[src/rtl/fp16_mul_seq.sv]
// Iterative binary16 multiplier: 11-step shift-add significand product,
// single-cycle normalise, round-to-nearest-even pack; specials bypass the loop.
module fp16_mul_seq (
  input  logic        clk,
  input  logic        rst,
  input  logic        start,
  input  logic        SIGN_A,
  input  logic        SIGN_B,
  input  logic [4:0]  IN_EXP_A_HALF,
  input  logic [4:0]  IN_EXP_B_HALF,
  input  logic [10:0] IN_MANT_A_HALF,
  input  logic [10:0] IN_MANT_B_HALF,
  input  logic [9:0]  MANTISSA_DECODE_A,
  input  logic [9:0]  MANTISSA_DECODE_B,
  output logic [15:0] Q,
  output logic [4:0]  flags,
  output logic        busy,
  output logic        done
);

  typedef enum logic [2:0] {
    S_IDLE,
    S_MUL,
    S_NORM,
    S_PACK,
    S_DONE
  } state_t;

  state_t             state_q, state_d;
  logic [3:0]         cnt_q, cnt_d;
  logic [21:0]        acc_q, acc_d;
  logic [10:0]        mcand_q, mcand_d;
  logic [10:0]        mplier_q, mplier_d;
  logic signed [7:0]  exp_q, exp_d;
  logic               sign_q, sign_d;
  logic               sticky_q, sticky_d;
  logic [15:0]        q_q, q_d;
  logic [4:0]         flags_q, flags_d;

  // Operand classification on the raw input fields
  logic nan_a, nan_b, inf_a, inf_b, zero_a, zero_b, exc;
  logic [15:0] exc_q;
  logic [7:0]  ea_eff, eb_eff;

  always_comb begin
    nan_a  = (&IN_EXP_A_HALF) && (|MANTISSA_DECODE_A);
    nan_b  = (&IN_EXP_B_HALF) && (|MANTISSA_DECODE_B);
    inf_a  = (&IN_EXP_A_HALF) && !(|MANTISSA_DECODE_A);
    inf_b  = (&IN_EXP_B_HALF) && !(|MANTISSA_DECODE_B);
    zero_a = !(|IN_EXP_A_HALF) && !(|MANTISSA_DECODE_A);
    zero_b = !(|IN_EXP_B_HALF) && !(|MANTISSA_DECODE_B);
    exc    = nan_a | nan_b | inf_a | inf_b | zero_a | zero_b;
    if (nan_a || nan_b || (inf_a && zero_b) || (zero_a && inf_b))
      exc_q = 16'h7E00;
    else if (inf_a || inf_b)
      exc_q = {SIGN_A ^ SIGN_B, 5'h1F, 10'h000};
    else
      exc_q = {SIGN_A ^ SIGN_B, 15'h0000};
    ea_eff = (IN_EXP_A_HALF == 5'd0) ? 8'd1 : {3'b000, IN_EXP_A_HALF};
    eb_eff = (IN_EXP_B_HALF == 5'd0) ? 8'd1 : {3'b000, IN_EXP_B_HALF};
  end

  // Normalisation: one right shift on a 2.x product, otherwise left shift
  // bounded by E=1, then a denormalising right shift when E < 1.
  logic [21:0]  norm_m;
  logic [31:0]  norm_ext;
  logic         norm_st;
  logic [7:0]   norm_e;
  int           ne, nsh, nrsh;
  int unsigned  lz;

  always_comb begin
    norm_m   = acc_q;
    norm_st  = 1'b0;
    norm_ext = '0;
    ne       = int'(exp_q);
    nsh      = 0;
    nrsh     = 0;
    lz       = 21;
    if (norm_m[21]) begin
      norm_st = norm_m[0];
      norm_m  = norm_m >> 1;
      ne      = ne + 1;
    end else begin
      for (int unsigned i = 0; i < 21; i++)
        if (norm_m[i]) lz = 20 - i;
      if (ne > 1) begin
        nsh    = (int'(lz) < ne - 1) ? int'(lz) : ne - 1;
        norm_m = norm_m << nsh;
        ne     = ne - nsh;
      end
    end
    if (ne < 1) begin
      nrsh     = 1 - ne;
      if (nrsh > 24) nrsh = 24;
      norm_ext = {10'b0, norm_m};
      norm_st  = norm_st | (|(norm_ext & ((32'd1 << nrsh) - 32'd1)));
      norm_m   = 22'(norm_ext >> nrsh);
      ne       = 0;
    end
    norm_e = 8'(ne);
  end

  // Rounding and packing of the normalised significand (hidden bit at 20)
  logic        rg, rr, rs, inx, rnd;
  logic [11:0] mant12;
  logic [4:0]  expf;
  logic [15:0] pack_q;
  logic [4:0]  pack_f;
  int          pe;

  always_comb begin
    rg     = acc_q[9];
    rr     = acc_q[8];
    rs     = (|acc_q[7:0]) | sticky_q;
    inx    = rg | rr | rs;
    rnd    = rg & (rr | rs | acc_q[10]);
    mant12 = {1'b0, acc_q[20:10]} + {11'b0, rnd};
    pe     = int'(exp_q);
    expf   = '0;
    if (mant12[11]) begin
      mant12 = mant12 >> 1;
      pe     = pe + 1;
    end else if (pe == 0 && mant12[10]) begin
      pe = 1;
    end
    if (pe >= 31) begin
      pack_q = {sign_q, 5'h1F, 10'h000};
      pack_f = 5'b00101;
    end else begin
      expf   = mant12[10] ? 5'(pe) : 5'd0;
      pack_q = {sign_q, expf, mant12[9:0]};
      pack_f = {3'b000, (expf == 5'd0) & inx, inx};
    end
  end

  always_comb begin
    state_d  = state_q;
    cnt_d    = cnt_q;
    acc_d    = acc_q;
    mcand_d  = mcand_q;
    mplier_d = mplier_q;
    exp_d    = exp_q;
    sign_d   = sign_q;
    sticky_d = sticky_q;
    q_d      = q_q;
    flags_d  = flags_q;
    case (state_q)
      S_IDLE: begin
        if (start) begin
          sign_d   = SIGN_A ^ SIGN_B;
          mcand_d  = IN_MANT_A_HALF;
          mplier_d = IN_MANT_B_HALF;
          exp_d    = ea_eff + eb_eff - 8'd15;
          cnt_d    = '0;
          acc_d    = '0;
          sticky_d = 1'b0;
          if (exc) begin
            q_d     = exc_q;
            flags_d = '0;
            state_d = S_DONE;
          end else begin
            state_d = S_MUL;
          end
        end
      end
      S_MUL: begin
        if (mplier_q[cnt_q])
          acc_d = acc_q + ({11'b0, mcand_q} << cnt_q);
        if (cnt_q == 4'd10) begin
          cnt_d   = '0;
          state_d = S_NORM;
        end else begin
          cnt_d = cnt_q + 4'd1;
        end
      end
      S_NORM: begin
        acc_d    = norm_m;
        exp_d    = norm_e;
        sticky_d = norm_st;
        state_d  = S_PACK;
      end
      S_PACK: begin
        q_d     = pack_q;
        flags_d = pack_f;
        state_d = S_DONE;
      end
      S_DONE:  state_d = S_IDLE;
      default: state_d = S_IDLE;
    endcase
  end

  always_ff @(posedge clk) begin
    if (rst) begin
      state_q  <= S_IDLE;
      cnt_q    <= '0;
      acc_q    <= '0;
      mcand_q  <= '0;
      mplier_q <= '0;
      exp_q    <= '0;
      sign_q   <= 1'b0;
      sticky_q <= 1'b0;
      q_q      <= '0;
      flags_q  <= '0;
    end else begin
      state_q  <= state_d;
      cnt_q    <= cnt_d;
      acc_q    <= acc_d;
      mcand_q  <= mcand_d;
      mplier_q <= mplier_d;
      exp_q    <= exp_d;
      sign_q   <= sign_d;
      sticky_q <= sticky_d;
      q_q      <= q_d;
      flags_q  <= flags_d;
    end
  end

  assign Q     = q_q;
  assign flags = flags_q;
  assign busy  = (state_q == S_MUL) || (state_q == S_NORM) || (state_q == S_PACK);
  assign done  = (state_q == S_DONE);

endmodule

[config.mk]
export PLATFORM = sky130hd
export DESIGN_NAME = fp16_mul_seq
export DESIGN_NICKNAME = d
export VERILOG_FILES = /design/src/rtl/fp16_mul_seq.sv
export SDC_FILE = /design/constraint.sdc
export NUM_CORES = 1
export LEC_CHECK = 0
export ABC_AREA = 1
export BUFFER_PORTS_ARGS = -buffer_cell sky130_fd_sc_hd__buf_4
export CORE_MARGIN = 5
export CORE_UTILIZATION = 57
export CTS_CLUSTER_SIZE = 14
export DETAILED_ROUTE_END_ITERATION = 16
export GPL_ROUTABILITY_DRIVEN = 0
export PLACE_DENSITY_LB_ADDON = 0.2
export SYNTH_ARGS = -nofsm -noshare
export SYNTH_HDL_FRONTEND = slang
export SYNTH_SLANG_ARGS = --single-unit
[constraint.sdc]
create_clock -name clk -period 8.05 [get_ports clk]
set_input_delay 0.805 -clock clk [delete_from_list [all_inputs] [get_ports clk]]
set_output_delay 0.805 -clock clk [all_outputs]
set_load 0.01 [all_outputs]
==> metrics.csv <==
stage,metric,value,unit
global_route,largest net degree at the start of global routing,53,
place,PortBufs,77,
route,DRT iter0 DRCs,1499,
timing,clk_skew,18.4,ps
global_route,gr usage total,33.2,%
yosys,simple-gate portion of the synthesized area,37.0,%
die,initial core utilization,57.8,%
cts,hold_buf cts,0,
final_layout,share of cells above drive strength 1,13.5,%
job,max-cap check violation count,0,
cts,Sink Count,80,
die,Die Y,150,um
yosys,post-synthesis compound-gate area fraction,26.6,%
global_route,first-pass GRT wire length,61700,um
yosys,share of the synthesized area in the top cell type,15.7,%
worst_hold_path,worst hold path class,reg -> reg,
worst_setup_path,slowest cell delay on critical path,390,ps
yosys,Netlist cell types,62,
place,Inst Count DP,2271,
timing,final-report hold violation count,0,
final_layout,Filler Cell Count,1858,
final_layout,area grow syn2layout,13.7,%
yosys,Yosys reg bits,80,
timing,Slew headroom,11.5,%
timing,Period minus WS final,7930,ps
yosys,Adder-Cell Fraction of Synth Area,6.78,%
timing,Worst Tran Pin Value,1320,ps
yosys,mux cell area share after synthesis,1.07,%
route,DRT Pass-1 Iters,8,
route,Total Routed Length,39400,um
cts,Num CTS Buffers,9,
die,DIE AREA,22600,sq um
timing,Pins Over Slew Limit,0,
die,std cell rows,51,
yosys,Main synth FF type,dfxtp_1,
worst_setup_path,R2R Path End,sticky_q$_SDFFE_PP0P_,
route,WL/cell,17.0,um
worst_setup_path,CP Capture Type,register,
place,HPWL Detailed,29500,um
yosys,leading area contributor after synthesis,nand2_1,
cts,clock root buffer,clkbuf_16,
yosys,syn avg cell area,5.64,sq um
worst_hold_path,Hold Path Stages,2,
final_layout,post-route cell area,12800,sq um
yosys,Syn Inst Count,1988,
worst_setup_path,WS Path Type,reg -> reg,
place,Area after DPL,12000,sq um
yosys,"Seq/Total Area, Yosys",14.3,%
timing,WHS,453,ps
worst_setup_path,Critical Path Start Type,register,
worst_setup_path,CP arrival,8160,ps
worst_setup_path,Worst Path Required,8280,ps
timing,Worst Slack Setup Final,121,ps
yosys,number of synthesized flops with an enable pin,0,
global_route,vias in the first global route,12526,
yosys,synth top area cells,"nand2_1, dfxtp_1, o21ai_0",
die,core area,19400,sq um
cts,clk_lat worst skew,350,ps
route,Post-DRT Antenna Nets,0,
die,die width,150,um
outcome,status,"finished, final reports clean",
route,DRC,0,
route,vias per cell,6.11,
worst_setup_path,worst r2r src,exp_q[1]$_SDFFE_PP0P_,
worst_setup_path,r2r setup slk,120,ps
timing,period utilization,98.5,%
global_route,initial antenna violation count,0,
cts,H-tree levels,3,
yosys,Post-Syn Area,11200,sq um
worst_hold_path,Worst Hold Launch,mplier_q[9]$_SDFFE_PP0P_,
worst_setup_path,CP Max Fanout,27,
worst_setup_path,slowest cell on the critical path,nor3_1,
worst_setup_path,FF-to-FF path depth,47,
yosys,largest family of logic cells by synthesized area,simple AND/OR/NAND/NOR gates,
global_route,GRT overflow,0,
die,total I/O pin count,80,
cts,CTS tree,done,
worst_setup_path,CP dominant cell by count,nand2_1,
worst_hold_path,hold endpoint,mplier_q[9]$_SDFFE_PP0P_,
cts,CTS max path bufs,2,
timing,final setup violation count,0,
final_layout,# diodes,0,
final_layout,register area,1610,sq um
cts,Worst-path clk slew,70,ps
final_layout,Nets,2163,
yosys,synth warn,0,
yosys,Synth Area in XOR/XNOR,2.11,%
timing,Max Fclk,126,MHz
place,"worst slack, placed",113,ps
final_layout,multi-input gate area in the final layout,8470,sq um
yosys,Post-synth ARST share,0,%
final_layout,Non-Filler Instances,2317,
route,DR vias,14160,
-- routing by layer --
layer | up-vias | GRT usage [%] | part of all wire (%)
li1 | 6804 | - | -
met1 | 6187 | 43.4 | 41
met2 | 938 | 52.5 | 42
met3 | 231 | 6.77 | 11
met4 | 0 | 15.2 | 5.6
met5 | - | 0 | 0
-- stage by stage --
step,TNS [ps],util [%]
floorplan,0,-
global placement,0,61.8
detailed placement,0,61.8
CTS,0,63.3
global route,-423,65.7
finish,0,65.7
-- cell usage after synthesis, drive strengths merged (16+ instances only) --
cell / n
a21oi: 139
a22oi: 20
a31oi: 36
buf: 22
clkbuf: 75
dfxtp: 80
ha: 56
inv: 247
nand2: 483
nand3: 129
nand4: 35
nor2: 224
nor3: 31
o211ai: 27
o21ai: 245
o22ai: 16
xor2: 18
-- cell type report --
type	count	area share (%)
multi-input combinational	1564	66.4
sequential	80	12.6
inverter	251	7.60
clock inverter	6	0.402
clock buffer	10	1.87
tap	265	2.60
timing repair buffer	141	8.52
-- state kept, by name (all words and copies together), names as in the netlist --
name,count
acc_q,22
Q,16
mcand_q,11
mplier_q,11
exp_q,8
cnt_q,4
flags,3
state_q,3
sign_q,1
sticky_q,1
-- cell usage in the layout, fill, tap and decap left out, types with 20 or more instances in the layout --
master    synthesis  final
nand2_1         469    460
inv_1           232    232
o21ai_0         215    210
nor2_1          207    198
buf_4             7    136
a21oi_1         134    134
nand3_1         115    113
dfxtp_1          80     78
ha_1             56     55
a31oi_1          36     36
o21ai_1          30     34
nand4_1          34     34
o211ai_1         27     27
nor3_1           28     26
a22oi_1          20     20
-- timing repair --
action | in CTS | in global routing
setup buffers | 0 | 27
endpoints found under the setup margin | 0 | 22
resized for setup | 0 | 64
-- worst max-delay path by stage --
stage                          startpoint                     to  cells after the start
floorplan           exp_q[1]$_SDFFE_PP0P_  sticky_q$_SDFFE_PP0P_                     58
global placement    acc_q[1]$_SDFFE_PP0P_  sticky_q$_SDFFE_PP0P_                     59
detailed placement  acc_q[1]$_SDFFE_PP0P_  sticky_q$_SDFFE_PP0P_                     59
CTS                 acc_q[1]$_SDFFE_PP0P_  sticky_q$_SDFFE_PP0P_                     59
global route        exp_q[1]$_SDFFE_PP0P_  sticky_q$_SDFFE_PP0P_                     47
finish              exp_q[1]$_SDFFE_PP0P_  sticky_q$_SDFFE_PP0P_                     47
-- kinds of logic after synthesis --
group / count (synthesis)
xor+xnor: 27
other cells: 1
mux: 12
buf+inv: 348
simple gates: 937
flops: 80
fa+ha+maj: 59
compound gates: 524
-- critical path, delay by kind of cell, from the launching register on --
kind                       cells  cell delay [ps]
AOI/OAI and AO/OA              5              770
buffers and inverters          6              860
DFF                            1              380
adders and majority gates      3              890
and+or+nand+nor               33             4920
Power is not shown: default switching activity piles up to over one toggle a cycle in this logic, so the estimate is an artifact.
